--- config.mk ---
export PLATFORM = sky130hd
export DESIGN_NAME = mem_bist_controller
export DESIGN_NICKNAME = d
export VERILOG_FILES = /design/src/rtl/mem_bist_controller.sv
export SDC_FILE = /design/constraint.sdc
export NUM_CORES = 1
export LEC_CHECK = 0
export BUFFER_PORTS_ARGS = -buffer_cell sky130_fd_sc_hd__buf_2
export CAP_MARGIN = 40
export CORE_MARGIN = 2
export CORE_UTILIZATION = 45
export DETAILED_ROUTE_END_ITERATION = 12
export GPL_TIMING_DRIVEN = 1
export PLACE_DENSITY_LB_ADDON = 0.08
export REMOVE_ABC_BUFFERS = 1
export SYNTH_ARGS = -nofsm -noshare
export SYNTH_HDL_FRONTEND = slang
export SYNTH_SLANG_ARGS = --single-unit
--- constraint.sdc ---
create_clock -name clk -period 2.4 [get_ports clk]
set_input_delay 0.12 -clock clk [delete_from_list [all_inputs] [get_ports clk]]
set_output_delay 0.12 -clock clk [all_outputs]
set_load 0.02 [all_outputs]
--- src/rtl/mem_bist_controller.sv ---
// March C- self-test sequencer for a level-sensitive word memory. It drives every memory
// pin, checks each read against the expected background and reports the test outcome.
module mem_bist_controller #(
  parameter int wordSize   = 4,
  parameter int numWords   = 64,
  parameter bit stopOnFail = 1'b0
) (
  input  logic                        clk,
  input  logic                        rstN,
  input  logic                        start,
  output logic                        busy,
  output logic                        done,
  output logic                        pass,
  output logic [7:0]                  errCount,
  output logic [$clog2(numWords)-1:0] failAddr,
  output logic [2:0]                  failElement,
  output logic                        memEnable,
  output logic                        memReadWrite,
  output logic [$clog2(numWords)-1:0] memAddress,
  output logic [wordSize-1:0]         memDataIn,
  input  logic [wordSize-1:0]         memDataOut
);

  localparam int              AW        = $clog2(numWords);
  localparam logic [AW-1:0]   ADDR_LAST = AW'(numWords - 1);
  localparam logic [2:0]      ELEM_LAST = 3'd5;

  // Handshake: start is a level request honoured only in IDLE or DONE; busy covers the
  // whole run and done holds from the final edge until the next accepted start. Each
  // memory op is a SETUP cycle (enable low, pins settle) then an ACCESS cycle (enable high).
  typedef enum logic [1:0] {
    IDLE   = 2'd0,
    SETUP  = 2'd1,
    ACCESS = 2'd2,
    DONE   = 2'd3
  } state_e;

  state_e          state_q, state_d;
  logic [2:0]      elem_q, elem_d;
  logic [AW-1:0]   addr_q, addr_d;
  logic            op_q, op_d;
  logic            busy_q, busy_d;
  logic            done_q, done_d;
  logic            pass_q, pass_d;
  logic [7:0]      err_q, err_d;
  logic [AW-1:0]   fail_addr_q, fail_addr_d;
  logic [2:0]      fail_elem_q, fail_elem_d;
  logic            mem_en_q, mem_en_d;
  logic            mem_rw_q, mem_rw_d;
  logic [AW-1:0]   mem_addr_q, mem_addr_d;
  logic [wordSize-1:0] mem_wdata_q, mem_wdata_d;

  logic            miscmp;
  logic            test_end;
  logic [2:0]      nxt_elem;
  logic [AW-1:0]   nxt_addr;
  logic            nxt_op;

  // Elements 3 and 4 walk the address space downwards.
  function automatic logic elem_down(input logic [2:0] e);
    return (e == 3'd3) || (e == 3'd4);
  endfunction

  function automatic logic op_is_read(input logic [2:0] e, input logic o);
    return (e != 3'd0) && !o;
  endfunction

  function automatic logic op_is_last(input logic [2:0] e, input logic o);
    return ((e == 3'd0) || (e == 3'd5)) ? 1'b1 : o;
  endfunction

  // Elements 1/3 read zeros then write ones; elements 2/4 read ones then write zeros.
  function automatic logic op_data_ones(input logic [2:0] e, input logic o);
    return (((e == 3'd1) || (e == 3'd3)) && o) || (((e == 3'd2) || (e == 3'd4)) && !o);
  endfunction

  always_comb begin
    nxt_elem = elem_q;
    nxt_addr = addr_q;
    nxt_op   = 1'b0;
    test_end = 1'b0;
    if (!op_is_last(elem_q, op_q)) begin
      nxt_op = 1'b1;
    end else if (addr_q == (elem_down(elem_q) ? '0 : ADDR_LAST)) begin
      if (elem_q == ELEM_LAST) begin
        test_end = 1'b1;
      end else begin
        nxt_elem = elem_q + 3'd1;
        nxt_addr = elem_down(elem_q + 3'd1) ? ADDR_LAST : '0;
      end
    end else begin
      nxt_addr = elem_down(elem_q) ? (addr_q - 1'b1) : (addr_q + 1'b1);
    end
  end

  // memDataIn always carries the background, so it doubles as the read expectation.
  assign miscmp = (state_q == ACCESS) && mem_rw_q && (memDataOut != mem_wdata_q);

  always_comb begin
    state_d     = state_q;
    elem_d      = elem_q;
    addr_d      = addr_q;
    op_d        = op_q;
    busy_d      = busy_q;
    done_d      = done_q;
    pass_d      = pass_q;
    err_d       = err_q;
    fail_addr_d = fail_addr_q;
    fail_elem_d = fail_elem_q;
    mem_en_d    = 1'b0;
    mem_rw_d    = mem_rw_q;
    mem_addr_d  = mem_addr_q;
    mem_wdata_d = mem_wdata_q;

    unique case (state_q)
      IDLE, DONE: begin
        if (start) begin
          state_d     = SETUP;
          elem_d      = 3'd0;
          addr_d      = '0;
          op_d        = 1'b0;
          busy_d      = 1'b1;
          done_d      = 1'b0;
          pass_d      = 1'b0;
          err_d       = 8'd0;
          fail_addr_d = '0;
          fail_elem_d = 3'd0;
          mem_rw_d    = 1'b0;
          mem_addr_d  = '0;
          mem_wdata_d = '0;
        end
      end
      SETUP: begin
        mem_en_d = 1'b1;
        state_d  = ACCESS;
      end
      ACCESS: begin
        if (miscmp) begin
          if (err_q != 8'hFF) err_d = err_q + 8'd1;
          if (err_q == 8'd0) begin
            fail_addr_d = addr_q;
            fail_elem_d = elem_q;
          end
        end
        if (test_end || (miscmp && stopOnFail)) begin
          state_d = DONE;
          busy_d  = 1'b0;
          done_d  = 1'b1;
          pass_d  = (err_d == 8'd0);
        end else begin
          state_d     = SETUP;
          elem_d      = nxt_elem;
          addr_d      = nxt_addr;
          op_d        = nxt_op;
          mem_addr_d  = nxt_addr;
          mem_rw_d    = op_is_read(nxt_elem, nxt_op);
          mem_wdata_d = op_data_ones(nxt_elem, nxt_op) ? '1 : '0;
        end
      end
      default: state_d = IDLE;
    endcase
  end

  always_ff @(posedge clk or negedge rstN) begin
    if (!rstN) begin
      state_q     <= IDLE;
      elem_q      <= 3'd0;
      addr_q      <= '0;
      op_q        <= 1'b0;
      busy_q      <= 1'b0;
      done_q      <= 1'b0;
      pass_q      <= 1'b0;
      err_q       <= 8'd0;
      fail_addr_q <= '0;
      fail_elem_q <= 3'd0;
      mem_en_q    <= 1'b0;
      mem_rw_q    <= 1'b1;
      mem_addr_q  <= '0;
      mem_wdata_q <= '0;
    end else begin
      state_q     <= state_d;
      elem_q      <= elem_d;
      addr_q      <= addr_d;
      op_q        <= op_d;
      busy_q      <= busy_d;
      done_q      <= done_d;
      pass_q      <= pass_d;
      err_q       <= err_d;
      fail_addr_q <= fail_addr_d;
      fail_elem_q <= fail_elem_d;
      mem_en_q    <= mem_en_d;
      mem_rw_q    <= mem_rw_d;
      mem_addr_q  <= mem_addr_d;
      mem_wdata_q <= mem_wdata_d;
    end
  end

  assign busy         = busy_q;
  assign done         = done_q;
  assign pass         = pass_q;
  assign errCount     = err_q;
  assign failAddr     = fail_addr_q;
  assign failElement  = fail_elem_q;
  assign memEnable    = mem_en_q;
  assign memReadWrite = mem_rw_q;
  assign memAddress   = mem_addr_q;
  assign memDataIn    = mem_wdata_q;

endmodule

==> results.sh <==
export IMPL_grt_setup_unrepaired="true"
export IMPL_power_per_cell_area_mw_per_mm2=612
export IMPL_required_time_of_the_worst_setup_path_ns=2.58
export IMPL_antennaDiodeCount=0
export IMPL_synthCells=253
export IMPL_cts_root_buffer="sky130_fd_sc_hd__clkbuf_8"
export IMPL_critical_path_cell_chain="ha_2, mux2_4, ha_4, nand4_1, buf_6, a21oi_4, a211oi_2, o21ai_1, a21oi_2, o41ai_2"
export IMPL_grt_pass1_wl_um=9710
export IMPL_synth_async_reset_ratio=1.00
export IMPL_grt_overflow_total=0
export IMPL_switching_share=0.366
export IMPL_buffer_ports_inserted=38
export IMPL_seqPwrFrac=0.340
export IMPL_tritoncts_num_buffers=5
export IMPL_setup_violations=11
export IMPL_p_clk_frac=0.242
export IMPL_endpoint="memDataIn[2]"
export IMPL_insertion_delay_ns=0.28
export IMPL_setup_ws_ns=-0.130
export IMPL_post_synth_main_area_contributors="sky130_fd_sc_hd__dfrtp_1 37%, sky130_fd_sc_hd__ha_1 7.0%, sky130_fd_sc_hd__a21oi_1 5.8%"
export IMPL_post_dp_hpwl_um=4240
export IMPL_netlist_area_leader_share=0.367
export IMPL_number_of_rows_created_at_floorplan=26
export IMPL_detailroute_via_count=2170
export IMPL_post_synth_design_cell_area_mm2=0.00232
export IMPL_grt_max_degree=36
export IMPL_synthFlopType="sky130_fd_sc_hd__dfrtp_1"
export IMPL_critical_path_n_buffers_inverters=1
export IMPL_max_slew_margin=0.463
export IMPL_avgSynthCellArea_um2=9.15
export IMPL_die_height_um=75.7
export IMPL_netlist_cell_types=56
export IMPL_floorplan_initialDensity=0.459
export IMPL_grtUsageTotal=0.224
export IMPL_vias_in_the_first_global_route=2066
export IMPL_power_switching_uw=712
export IMPL_clock_pin_transition_on_the_worst_setup_and_hold_timing_paths_ns=0.07
export IMPL_cap_viol_max_count=0
export IMPL_critical_path_slowest_cell="sky130_fd_sc_hd__dfrtp_1"
export IMPL_worstSetupEndpointType="register"
export IMPL_final_layout_size_suffix_gt1_frac=0.393
export IMPL_setup_tns_final_ns=-0.641
export IMPL_regToRegStartpoint="elem_q[0]"
export IMPL_finalWorstPathRequiredPeriod_ns=2.53
export IMPL_timing_setup_critical_path_class="register to register"
export IMPL_timing_critical_path_max_delay_family="compound AO/OA/AOI/OAI gates"
export IMPL_worst_ir_drop_vdd_uv=319
export IMPL_hold_class="input port to register"
export IMPL_timing_clock_skew_ns=0.00504
export IMPL_gpl_final_weighted_congestion=0.947
export IMPL_net_count_reported_at_finish=351
export IMPL_cp_depth=10
export IMPL_fp_dieArea_mm2=0.00574
export IMPL_cts_sinks=35
export IMPL_die_width_um=75.7
export IMPL_commonest_cells_after_routing_fill_and_taps_aside="38 x sky130_fd_sc_hd__buf_2, 34 x sky130_fd_sc_hd__dfrtp_1, 34 x sky130_fd_sc_hd__buf_4"
export IMPL_final_max_slew_violation_count=0
export IMPL_tightest_slew_ns=0.805
export IMPL_drc=0
export IMPL_yosys_area_top_type="sky130_fd_sc_hd__dfrtp_1"
export IMPL_min_period_over_period=1.05
export IMPL_result_of_the_run="complete, but fails checks"
export IMPL_p_comb_frac=0.418
export IMPL_hold_viol=0
export IMPL_worst_path_maximum_fanout=6
export IMPL_failing_checks="negative setup slack"
export IMPL_power_leakage_nw=1.53
export IMPL_drtIter0Drc=71
export IMPL_r2r_worst_path_cells=10
export IMPL_htree_num_levels=2
export IMPL_setup_worst_path_start="elem_q[0]"
export IMPL_antenna_found_initial=0
export IMPL_antenna_violating_nets_remaining=0
export IMPL_tritoncts="done"
export IMPL_finalHoldWorstSlack_ns=0.0416
export IMPL_ys_warnings_count=0
export IMPL_clk_path_buf_depth=2
export IMPL_rrSetupSlack_ns=-0.13
export IMPL_totalWireLength_um=6020
export IMPL_most_common_library_cell_in_the_layout_ignoring_fill_and_taps="sky130_fd_sc_hd__buf_2"
export IMPL_worstPathArrival_ns=2.71
export IMPL_yosysSeqAreaShare=0.379
export IMPL_fp_coreArea_mm2=0.00504
export IMPL_max_freq_mhz=395
export IMPL_worst_r2r_dst="memDataIn[2]"
export IMPL_io_pins=39
export IMPL_detailedRoute_firstPassIterationCount=6
export IMPL_areaGrowthSynthToFinish_pct=37.5
export IMPL_wire_per_inst_um=15.0
export IMPL_synth_seq_cells=35
export IMPL_worst_setup_path_start_kind="register"
export IMPL_power_internal_mw=1.24
export IMPL_setup_ws_pre_cts_ns=-0.287
export IMPL_viasPerCell=5.41
export IMPL_synth_edff_count=0
export IMPL_critical_path_max_stage_delay_ns=0.41
how the worst min path moves through the flow:
stage                      from     endpoint  cells after the start
after floorplan            rstN         busy                      0
after global placement     rstN  errCount[3]                      1
after detailed placement   rstN  errCount[5]                      1
after CTS                 start   state_q[1]                      2
after global routing      start   state_q[1]                      2
final                     start   state_q[1]                      2
routing by layer:
metal  global-route usage  share of wire
met1                0.291           0.46
met2                0.376           0.50
met3               0.0423          0.027
met4               0.0721          0.012
met5                    0              0
timing repair:
| item | 4_1_cts | 5_1_grt |
|---|---|---|
| hold endpoints to repair | 34 | 0 |
| hold buffers | 1 | 0 |
| pin swaps | 6 | 15 |
| gates resized for setup | 24 | 21 |
| buffers inserted | 5 | 5 |
| endpoints found under the setup margin | 13 | 13 |
cell usage after synthesis (all sizes together), types with 3 or more instances:
cell	count
buf	6
clkbuf	6
mux2i	6
ha	13
inv	18
nand3	6
nor3	5
mux2	8
o21ai	12
a21oi	27
dfrtp	34
o41ai	3
a22o	3
nor4	6
nand4	4
nor2b	3
or3	3
o31ai	4
nand2	27
nor2	13
xnor2	3
a21o	8
kinds of logic after synthesis:
| kind of cell | count (synthesis) | share of synthesized area |
|---|---|---|
| AO/OA/AOI/OAI | 75 | 0.216 |
| multiplexers | 14 | 0.0681 |
| AND/OR/NAND/NOR | 80 | 0.183 |
| flip-flops | 35 | 0.379 |
| XOR/XNOR | 5 | 0.0189 |
| adder cells (fa/ha/maj) | 14 | 0.0789 |
| buffers and inverters | 30 | 0.0562 |
per-stage QoR:
step	std cells	utilization	total power, mW	instance area (µm²)
finish	401	0.632	1.95	3180
global route	401	0.632	2.07	3180
CTS	396	0.605	1.91	3050
detailed placement	383	0.553	1.41	2790
global placement	383	0.553	1.40	2790
floorplan	241	-	1.09	2250
power groups by stage:
stage          Combinational (mW)  Sequential [mW]  Clock (mW)
2_1_floorplan               0.407            0.685           0
3_3_place_gp                0.724            0.673           0
3_5_place_dp                0.734            0.673           0
4_1_cts                     0.765            0.663       0.484
5_1_grt                     0.890            0.669       0.515
6_report                    0.815            0.663       0.471
registers in the layout, summed over array words and instances, names as in the netlist:
| register | count |
|---|---|
| done | 1 |
| memAddress | 6 |
| failAddr | 6 |
| memReadWrite | 1 |
| elem_q | 3 |
| pass | 1 |
| state_q | 2 |
| errCount | 8 |
| op_q | 1 |
| memDataIn | 1 |
| memEnable | 1 |
| failElement | 3 |
| busy | 1 |
cell type report:
type | count | area [µm²]
Clock buffer | 8 | 100
Fill cell | 403 | 1860
Inverter | 18 | 67.6
Multi-Input combinational cell | 188 | 1500
Sequential cell | 35 | 877
Tap cell | 70 | 87.6
Timing Repair Buffer | 82 | 557
No activity file was read; power rests on OpenSTA's default activity.
